===== src/rtl/tpu_pkg.sv =====
// Shared types and constants for the TPU MMIO sequencer: FSM states, address pages, STATUS bits.
package tpu_pkg;

    typedef enum logic [1:0] {
        IDLE = 2'd0,
        RUN  = 2'd1,
        DONE = 2'd2
    } state_t;

    localparam logic [7:0] PAGE_A      = 8'h01;
    localparam logic [7:0] PAGE_B      = 8'h02;
    localparam logic [7:0] PAGE_C      = 8'h03;
    localparam logic [7:0] PAGE_CTRL   = 8'h04;
    localparam logic [7:0] PAGE_STATUS = 8'h05;

    localparam int STAT_BUSY     = 0;
    localparam int STAT_DONE     = 1;
    localparam int STAT_ERR      = 2;
    localparam int STAT_IRQ_MASK = 3;

    typedef struct packed {
        logic a;
        logic b;
        logic c;
        logic ctrl;
        logic status;
    } page_sel_t;

endpackage


===== src/rtl/tpu_addr_dec.sv =====
// Address decoder: splits an MMIO address into page select, row index and C word index.
module tpu_addr_dec
    import tpu_pkg::*;
#(
    parameter int DIM   = 8,
    parameter int ADDRW = 16,
    parameter int CW    = 2,
    parameter int RW    = $clog2(DIM),
    parameter int WW    = (CW > 1) ? $clog2(CW) : 1
) (
    input  logic [ADDRW-1:0] addr,
    output page_sel_t        sel,
    output logic [RW-1:0]    row,
    output logic [WW-1:0]    word
);

    localparam int PW = ADDRW - 8;

    logic [PW-1:0] page;
    logic [4:0]    offset;

    assign page   = addr[ADDRW-1:8];
    assign offset = addr[7:3];

    assign sel.a      = (page == PW'(PAGE_A));
    assign sel.b      = (page == PW'(PAGE_B));
    assign sel.c      = (page == PW'(PAGE_C));
    assign sel.ctrl   = (addr == {PW'(PAGE_CTRL), 8'h00});
    assign sel.status = (addr == {PW'(PAGE_STATUS), 8'h00});

    // A C row spans CW consecutive 8-byte words, so the word offset splits into row and word
    assign row  = sel.c ? RW'(int'(offset) / CW) : RW'(offset);
    assign word = WW'(int'(offset) % CW);

endmodule


===== src/rtl/tpu_mmio_seq.sv =====
// MMIO front end and run sequencer for the systolic array.
// Optional feature: define TPU_IRQ_EN to add the irq output and the STATUS irq_mask bit.
module tpu_mmio_seq
    import tpu_pkg::*;
#(
    parameter int DIM     = 8,
    parameter int BITS_AB = 8,
    parameter int BITS_C  = 16,
    parameter int ADDRW   = 16,
    parameter int DATAW   = 64
) (
    input  logic                    clk,
    input  logic                    rst_n,
    input  logic                    req,
    input  logic                    r_w,
    input  logic [ADDRW-1:0]        addr,
    input  logic [DATAW-1:0]        dataIn,
    output logic [DATAW-1:0]        dataOut,
    output logic                    rd_valid,
    output logic                    wr_en_a,
    output logic                    wr_en_b,
    output logic                    wr_en_c,
    output logic [$clog2(DIM)-1:0]  row,
    output logic [DIM*BITS_C-1:0]   wr_data,
    input  logic [DIM*BITS_C-1:0]   c_rdata,
    output logic                    sa_en,
    output logic                    busy
`ifdef TPU_IRQ_EN
    ,
    output logic                    irq
`endif
);

    localparam int CW      = DIM * BITS_C / DATAW;
    localparam int RW      = $clog2(DIM);
    localparam int WW      = (CW > 1) ? $clog2(CW) : 1;
    localparam int RUN_LEN = 3 * DIM - 2;
    localparam int SW      = $clog2(RUN_LEN);

    page_sel_t        sel;
    logic [WW-1:0]    word;
    state_t           state;
    logic [SW-1:0]    step;
    logic             done;
    logic             err;
    logic             mask_bit;
    logic             wr_req;
    logic             rd_req;
    logic             wr_ok;
    logic             start_req;
    logic             status_wr;
    logic             blocked;
    logic             run_last;
    logic [3:0]       status_word;
    logic [DATAW-1:0] rdata;

    tpu_addr_dec #(
        .DIM   (DIM),
        .ADDRW (ADDRW),
        .CW    (CW),
        .RW    (RW),
        .WW    (WW)
    ) u_dec (
        .addr (addr),
        .sel  (sel),
        .row  (row),
        .word (word)
    );

    assign wr_req    = rst_n & req & r_w;
    assign rd_req    = req & ~r_w;
    assign wr_ok     = wr_req & ~busy;
    assign wr_en_a   = wr_ok & sel.a;
    assign wr_en_b   = wr_ok & sel.b;
    assign wr_en_c   = wr_ok & sel.c;
    assign start_req = wr_req & sel.ctrl & dataIn[0];
    assign status_wr = wr_req & sel.status;
    assign blocked   = wr_req & busy & (sel.a | sel.b | sel.c | (sel.ctrl & dataIn[0]));
    assign run_last  = (state == RUN) && (step == SW'(RUN_LEN - 1));

    // C writes merge one DATAW word into the current row; A/B rows fit in the low bits
    always_comb begin
        wr_data = '0;
        if (sel.c) begin
            wr_data = c_rdata;
            wr_data[int'(word)*DATAW +: DATAW] = dataIn;
        end else begin
            wr_data[DIM*BITS_AB-1:0] = dataIn;
        end
    end

    always_comb begin
        status_word                = '0;
        status_word[STAT_BUSY]     = busy;
        status_word[STAT_DONE]     = done;
        status_word[STAT_ERR]      = err;
        status_word[STAT_IRQ_MASK] = mask_bit;
    end

    always_comb begin
        rdata = '0;
        if (sel.c) begin
            rdata = c_rdata[int'(word)*DATAW +: DATAW];
        end else if (sel.status) begin
            rdata = DATAW'(status_word);
        end
    end

    always_ff @(posedge clk or negedge rst_n) begin
        if (!rst_n) begin
            state <= IDLE;
            step  <= '0;
            sa_en <= 1'b0;
            busy  <= 1'b0;
        end else begin
            case (state)
                IDLE: begin
                    if (start_req) begin
                        state <= RUN;
                        step  <= '0;
                        sa_en <= 1'b1;
                        busy  <= 1'b1;
                    end
                end
                RUN: begin
                    if (run_last) begin
                        state <= DONE;
                        sa_en <= 1'b0;
                    end else begin
                        step <= step + SW'(1);
                    end
                end
                DONE: begin
                    state <= IDLE;
                    busy  <= 1'b0;
                end
                default: begin
                    state <= IDLE;
                    sa_en <= 1'b0;
                    busy  <= 1'b0;
                end
            endcase
        end
    end

    // Setting wins over a write-1-to-clear landing in the same cycle
    always_ff @(posedge clk or negedge rst_n) begin
        if (!rst_n) begin
            done <= 1'b0;
            err  <= 1'b0;
        end else begin
            if (run_last) begin
                done <= 1'b1;
            end else if (status_wr && dataIn[STAT_DONE]) begin
                done <= 1'b0;
            end
            if (blocked) begin
                err <= 1'b1;
            end else if (status_wr && dataIn[STAT_ERR]) begin
                err <= 1'b0;
            end
        end
    end

    always_ff @(posedge clk or negedge rst_n) begin
        if (!rst_n) begin
            rd_valid <= 1'b0;
            dataOut  <= '0;
        end else begin
            rd_valid <= rd_req;
            if (rd_req) begin
                dataOut <= rdata;
            end
        end
    end

`ifdef TPU_IRQ_EN
    logic irq_mask;

    always_ff @(posedge clk or negedge rst_n) begin
        if (!rst_n) begin
            irq_mask <= 1'b0;
            irq      <= 1'b0;
        end else begin
            if (status_wr) begin
                irq_mask <= dataIn[STAT_IRQ_MASK];
            end
            irq <= done & irq_mask;
        end
    end

    assign mask_bit = irq_mask;
`else
    assign mask_bit = 1'b0;
`endif

endmodule


===== config.mk =====
export PLATFORM = sky130hd
export DESIGN_NAME = tpu_mmio_seq
export DESIGN_NICKNAME = d
export VERILOG_FILES = /design/src/rtl/tpu_pkg.sv /design/src/rtl/tpu_addr_dec.sv /design/src/rtl/tpu_mmio_seq.sv
export SDC_FILE = /design/constraint.sdc
export NUM_CORES = 1
export LEC_CHECK = 0
export CAP_MARGIN = 20
export CORE_AREA = 5 5 156 158
export CTS_CLUSTER_DIAMETER = 80
export DETAILED_ROUTE_END_ITERATION = 7
export DIE_AREA = 0 0 161 163
export HOLD_SLACK_MARGIN = 0.02
export PLACE_DENSITY = 0.62
export SYNTH_ARGS = -nofsm -noshare
export SYNTH_HDL_FRONTEND = slang
export SYNTH_HIERARCHICAL = 1
export SYNTH_SLANG_ARGS = --single-unit
export TNS_END_PERCENT = 20

===== constraint.sdc =====
create_clock -name clk -period 2.34 [get_ports clk]
set_input_delay 0.468 -clock clk [delete_from_list [all_inputs] [get_ports clk]]
set_output_delay 0.468 -clock clk [all_outputs]
set_load 0.03 [all_outputs]

==> flow_summary.yaml, run 1 <==
worst_setup_path:
  slowest_stage: "or4_4"
  path_cells: "buf_8 -> or4_4 -> nor2_4 -> buf_12 -> nand2_8 -> buf_8 -> buf_12 -> mux2_4 -> buf_6"
  critPathRequiredTime_ns: 1.87
  worstPathArrival_ns: 2.17
  start_kind: "primary input"
  cp_slowest_stage_delay_ns: 0.54
  critical_path_class: "in -> out"
  cp-end-kind: "primary output"
  r2r_cells: 6
  crit_fanout: 6
  r2r_start: "step[1]"
  worst_path_dominant_cell_family: "simple AND/OR/NAND/NOR gates"
  rr_endpoint: "state[0]"
  worstPathBufferInverterCount: 5
  r2r_slack_ns: 0.86
sta:
  max_freq_ghz: 0.379
  rsz0062_at_grt: "yes"
  final.setup.worst_slack_ns: -0.299
  fin_skew_ns: 0.00372
  worst_pin_slew_ns: 0.589
  fin_crit_sh_pct: 113
  finalMaxSlewViolations: 0
  holdWs_ns: 0.240
  setup_viol: 132
  finalCriticalPeriod_ns: 2.64
  slew_headroom_pct: 60.7
  tns_ns: -24.82
  hold_violations: 0
final_layout:
  syn_to_final_growth_pct: 102
  post-route-util_pct: 49.8
  stdcell_count: 1313
  layout-drive-gt1-share_pct: 32.6
  postLayoutCellArea_um2: 11400
  register_area_um2: 1900
  nFillCells: 2121
  multiInputGateArea_um2: 3790
  fin_nets: 1231
floorplanning:
  fp.dieW_um: 161
  design.die.area_um2: 26200
  die_h_um: 163
  start_util_pct: 24.7
  core_area_um2: 23000
  num_rows: 56
  ioPinCount: 413
synth:
  synth_edf_count: 0
  ys_seq_elements: 76
  synth_nets: 786
  dominantRegCellSynth: "dfrtp_1"
  syn_inst: 572
  avgSynthCellArea_um2: 9.93
  ys_seq_area_share_pct: 33.5
  ys_async_sr_fraction_pct: 100
  ys_warn_count: 6
  yosysUniqueCellTypes: 45
  synth_area_um2: 5680
power:
  ir_worst_vdd_mv: 0.311
  leakage_nw: 5.13
  powerDensity_nw_per_um2: 343
drt:
  viasPerCell: 4.66
  drcViolationCount: 0
  drtIter0Drc: 189
  routed_wl_um: 27300
  vias: 6119
  firstDrtPassIters: 4
  postRouteAntennaNets: 0
  wire_per_inst_um: 20.8
cts:
  clk_latency_ns: 0.33
  cts_sinks: 76
  clkTransAtPathRegs_ns: 0.06
  root_buffer: "clkbuf_16"
  h-tree-depth: 3
  cts_buffers: 9
  cts_tree: "yes"
  cts_buffer_depth: 2
placed_design:
  place_area_um2: 10100
  gp_congestion: 0.853
  port_buffers: 412
  dp.cells: 1271
  hpwl_um: 20300
run_status:
  failed_checks: "setup timing"
  status: "finished with violations"
grt:
  track_usage_pct: 19.7
  grt_pass1_vias: 6591
  grt_overflow_total: 0
  grt_antenna_before_repair: 2
  grt_pass1_wl_um: 39800
  grt_max_degree: 64
min_path:
  min_path_type: "in -> async"
job:
  maxCapViolations: 0
==> report_power, final <==
| group | internal, mW | total, mW | switching [mW] | leakage (nW) |
|---|---|---|---|---|
| registers | 1.33 | 1.33 | 0.00540 | 1.03 |
| logic | 0.657 | 1.21 | 0.550 | 3.96 |
| clock network | 0.850 | 1.39 | 0.539 | 0.140 |
| total | 2.83 | 3.93 | 1.09 | 5.13 |
==> flip-flops by register name (all words and copies together), names as in the netlist <==
name      flops
step          5
dataOut      64
sa_en         1
state         2
done          1
err           1
rd_valid      1
busy          1
==> final cells by class <==
type	instances	area share, %
clock inverters	2	0.306
inverters	5	0.186
flip-flops and latches	76	16.6
repair buffers	477	44.4
clock buffers	13	2.19
multi-input cells	448	33.1
diodes	2	0.0437
well taps	290	3.17
==> synth_stat cells, types with 2 or more instances <==
master	n	area, um2
inv_1	4	15.0
a221oi_2	2	30.0
mux2_1	3	33.8
buf_2	8	40.0
and3_1	5	31.3
nand2b_1	2	12.5
nor2_1	9	33.8
o21ai_1	5	25.0
buf_4	14	105
nor3_1	4	20.0
mux2i_1	126	1260
nand3_1	7	35.0
nor4_1	3	18.8
nor4b_1	2	17.5
a211o_1	2	17.5
o22ai_1	2	12.5
mux2_2	65	732
mux2_4	2	30.0
buf_6	7	78.8
nand2_1	65	244
a21o_1	2	15.0
dfrtp_1	76	1900
o21ai_0	57	285
clkbuf_1	12	45.0
nor2b_1	66	413
ha_1	2	25.0
clkbuf_8	2	27.5
==> cells by family (layout without fill, tap and decap cells) <==
logic type	after synthesis	count (layout)	synth area share [%]
AO/OA/AOI/OAI	75	75	7.60
AND/OR/NAND/NOR	175	175	16.7
flip-flops	76	76	33.5
multiplexers	196	196	36.2
buffers and inverters	48	497	5.60
other	0	2	0
adder cells (fa/ha/maj)	2	2	0.441
==> per-stage QoR <==
step,power [mW],worst slack [ns]
after global placement,2.47,-0.593
after floorplan,1.82,-0.0780
final,3.93,-0.299
after detailed placement,2.48,-0.582
after CTS,3.98,-0.322
after global routing,4.10,-0.361
==> worst max path at each step <==
stage	from	endpoint	cells past startpoint
global route	addr[14]	wr_data[50]	9
global placement	addr[12]	wr_en_a	8
CTS	addr[13]	wr_data[50]	9
finish	addr[14]	wr_data[50]	9
floorplan	addr[13]	wr_data[100]	5
detailed placement	addr[13]	wr_data[69]	7
==> repair_timing <==
action | CTS | global route
pin swaps | 8 | 2
gates cloned | 9 | 0
setup buffers | 15 | 3
gates resized for setup | 173 | 10
endpoints found under the setup margin | 136 | 143
hold buffers | 0 | 0
==> cells in the final DEF (no fill, tap or decap), types with 3 or more instances in the layout <==
master	Yosys	routed
nor2_1	9	8
o21ai_0	57	57
nor2b_1	66	37
dfrtp_1	76	76
clkbuf_1	12	3
inv_1	4	4
buf_16	0	8
nand2_1	65	64
buf_6	7	98
mux2i_1	126	126
nor2b_4	0	29
buf_4	14	73
clkbuf_16	0	9
clkdlybuf4s50_1	0	268
and3_4	0	3
buf_8	0	3
nor3_1	4	3
buf_12	0	20
o21ai_1	5	5
mux2_2	65	58
mux2_4	2	11
nand3_1	7	6
==> layer usage <==
| metal | up-vias | track usage (%) | routed length, um |
|---|---|---|---|
| li1 | 2937 | - | - |
| met5 | - | 0 | 0 |
| met1 | 2916 | 23.0 | 10800 |
| met4 | 0 | 5.35 | 525 |
| met3 | 33 | 5.47 | 2030 |
| met2 | 233 | 35.5 | 13900 |
==> worst register-to-register path, stage by stage, from the launching register on <==
cell and delay (ns):
dfrtp_1 0.39, inv_1 0.08, ha_1 0.16, nand4b_1 0.22, a2bb2oi_2 0.26, inv_1 0.12, buf_4 0.14
Note: power is estimated with default switching activity, not from simulation.
==> run 2: changes to the inputs <==
CTS_CLUSTER_DIAMETER = 50   (was 80)
==> results of run 2 <==
Same layout as run 1: the final DEF is identical, and so are final timing and power.
==> run 3: changes to the inputs <==
CAP_MARGIN = 10   (was 20)
HOLD_SLACK_MARGIN = 0.1   (was 0.02)
REMOVE_ABC_BUFFERS = 1   (was unset)
==> run 3 against run 2 <==
Effect of this change:
- the flow still finishes with violations (setup timing)
- critical endpoint is now wr_data[42]
- count of clock-buffer cells in the layout fell by 3
- register-to-register slack about the same
- die area did not move
- sequential share of layout area increased by 0.18 points
- sequential power about the same
- highest routed layer unchanged
- sequential cell count unchanged
- via count is 1.6% lower
- global-route usage shrank 1.5 points
- worst hold slack improved by 0.16 ns
- wire length down 6.3%
==> flow_summary.yaml, run 3 (synthesis gave the netlist of run 1 again) <==
power:
  power.total_mw: 4.02
  clkPwrFrac_pct: 37.9
  switchingPower_mw: 1.11
  ir_worst_vdd_mv: 0.266
  pwr-share-seq_pct: 33.1
  powerDensity_nw_per_um2: 355
  leakage_nw: 4.97
  p_comb_share_pct: 29.0
  switching_share_pct: 27.6
  intPower_mw: 2.91
final_layout:
  layout-drive-gt1-share_pct: 33.6
  largest_reg_flops: 64
  regMostFlops: "dataOut"
  stdcell_count: 1293
  nFillCells: 2192
  reg_top3: "dataOut (64), step (5), state (2)"
  insertedDiodeCount: 0
  layout_common_cells: "clkdlybuf4s50_1, mux2i_1, buf_6"
  fin_nets: 1212
  syn_to_final_growth_pct: 99.4
  mostFrequentLayoutCell: "clkdlybuf4s50_1"
placed_design:
  dp_slack_ns: -0.588
  gp_congestion: 0.847
  port_buffers: 412
  hpwl_um: 19200
  dp.cells: 1264
floorplanning:
  num_rows: 56
  ioPinCount: 413
  start_util_pct: 24.7
  design.die.area_um2: 26200
  core_area_um2: 23000
  die_h_um: 163
  fp.dieW_um: 161
sta:
  rsz0062_at_grt: "yes"
  setup_viol: 129
  hold_violations: 0
  worst_pin_slew_ns: 1.01
  max_freq_ghz: 0.381
  fin_crit_sh_pct: 112
  final.setup.worst_slack_ns: -0.285
  slew_headroom_pct: 32.7
  finalCriticalPeriod_ns: 2.62
  finalMaxSlewViolations: 0
  fin_skew_ns: 0.000949
worst_setup_path:
  worstPathArrival_ns: 2.16
  r2r_start: "step[1]"
  cp-end-kind: "primary output"
  crit_fanout: 28
  rr_endpoint: "state[0]"
  r2r_slack_ns: 0.87
  r2r_cells: 6
  critical_path_class: "in -> out"
  critPathRequiredTime_ns: 1.87
  start_kind: "primary input"
cts:
  root_buffer: "clkbuf_16"
  h-tree-depth: 3
  cts_buffers: 9
  cts_sinks: 76
  clkTransAtPathRegs_ns: 0.06
  cts_tree: "yes"
  cts_buffer_depth: 2
  clk_latency_ns: 0.34
grt:
  grt_antenna_before_repair: 0
  grt_pass1_wl_um: 37300
  use_met2_pct: 33.3
  gr-max-usage-layer: "met2"
  track_usage_pct: 18.2
  grt_overflow_total: 0
  met3_usage_pct: 4.25
  met1_usage_pct: 21.2
  grt_max_degree: 77
  grt_pass1_vias: 6466
drt:
  viasPerCell: 4.66
  firstDrtPassIters: 4
  wire_per_inst_um: 19.8
  routed_wl_um: 25600
  postRouteAntennaNets: 0
  vias: 6022
  drtIter0Drc: 245
  drcViolationCount: 0
min_path:
  min_path_type: "in -> async"
job:
  maxCapViolations: 0
run_status:
  failed_checks: "setup timing"
  status: "finished with violations"
-- run 3: changes by cell type in the layout (fill, tap and decap cells not counted), moves of 5 or more --
| cell | previous run | this run |
|---|---|---|
| mux2_4 | 11 | 3 |
| buf_16 | 8 | 3 |
| mux2_2 | 58 | 64 |
| nor2b_4 | 29 | 50 |
| nor2b_1 | 37 | 13 |
| buf_6 | 98 | 93 |
| buf_4 | 73 | 64 |
-- run 3: stage by stage --
| step | TNS (ns) | hold WS, ns | utilization [%] | cell area, um2 |
|---|---|---|---|---|
| floorplan | -350.35 | 0.172 | - | 5380 |
| detailed placement | -85.66 | 0.470 | 43.5 | 9990 |
| global route | -31.37 | 0.485 | 49.3 | 11300 |
| finish | -26.64 | 0.399 | 49.3 | 11300 |
| global placement | -83.49 | 0.463 | 43.5 | 9990 |
| CTS | -24.14 | 0.436 | 46.8 | 10800 |
-- run 3: timing repair --
item	4_1_cts	5_1_grt
hold buffers	0	0
buffers inserted	3	2
gates resized for setup	89	119
pin swaps	2	3
gates cloned	5	3
endpoints found under the setup margin	136	132
-- run 3: final cells by class --
| class | instances | area (um2) | share of cell area [%] |
|---|---|---|---|
| clock inverter | 6 | 87.6 | 0.773 |
| multi-input combinational | 448 | 3890 | 34.3 |
| inverter | 5 | 21.3 | 0.188 |
| clock buffer | 10 | 239 | 2.11 |
| sequential | 76 | 1900 | 16.8 |
| tap | 290 | 363 | 3.20 |
| timing repair buffer | 458 | 4820 | 42.6 |
-- run 3: worst max path at each step --
stage	cells past startpoint	from	end
floorplan	4	addr[13]	wr_data[0]
global placement	7	addr[13]	wr_data[26]
detailed placement	7	addr[13]	wr_data[16]
CTS	7	addr[14]	wr_data[50]
global route	7	addr[12]	wr_data[60]
finish	7	addr[12]	wr_data[42]
-- run 3: worst max-delay path, stage by stage --
cell and delay, ns:
buf_6 0.10, or4_4 0.55, nor2_4 0.20, nand2_8 0.14, buf_12 0.20, mux2_2 0.30, buf_4 0.17
-- run 3: power by group through the flow --
stage,sequential (mW),clock [mW],combinational [mW]
2_1_floorplan,1.37,0,0.370
3_3_place_gp,1.35,0,1.10
3_5_place_dp,1.36,0,1.10
4_1_cts,1.33,1.59,1.13
5_1_grt,1.33,1.65,1.24
6_report,1.33,1.53,1.17
-- run 3: routing by layer --
layer,share of wire (%),wire length [um],vias up
met5,0,0,-
met4,1.6,410,0
met3,6.5,1660,24
met2,52,13400,252
met1,39,10100,2854
li1,-,-,2892
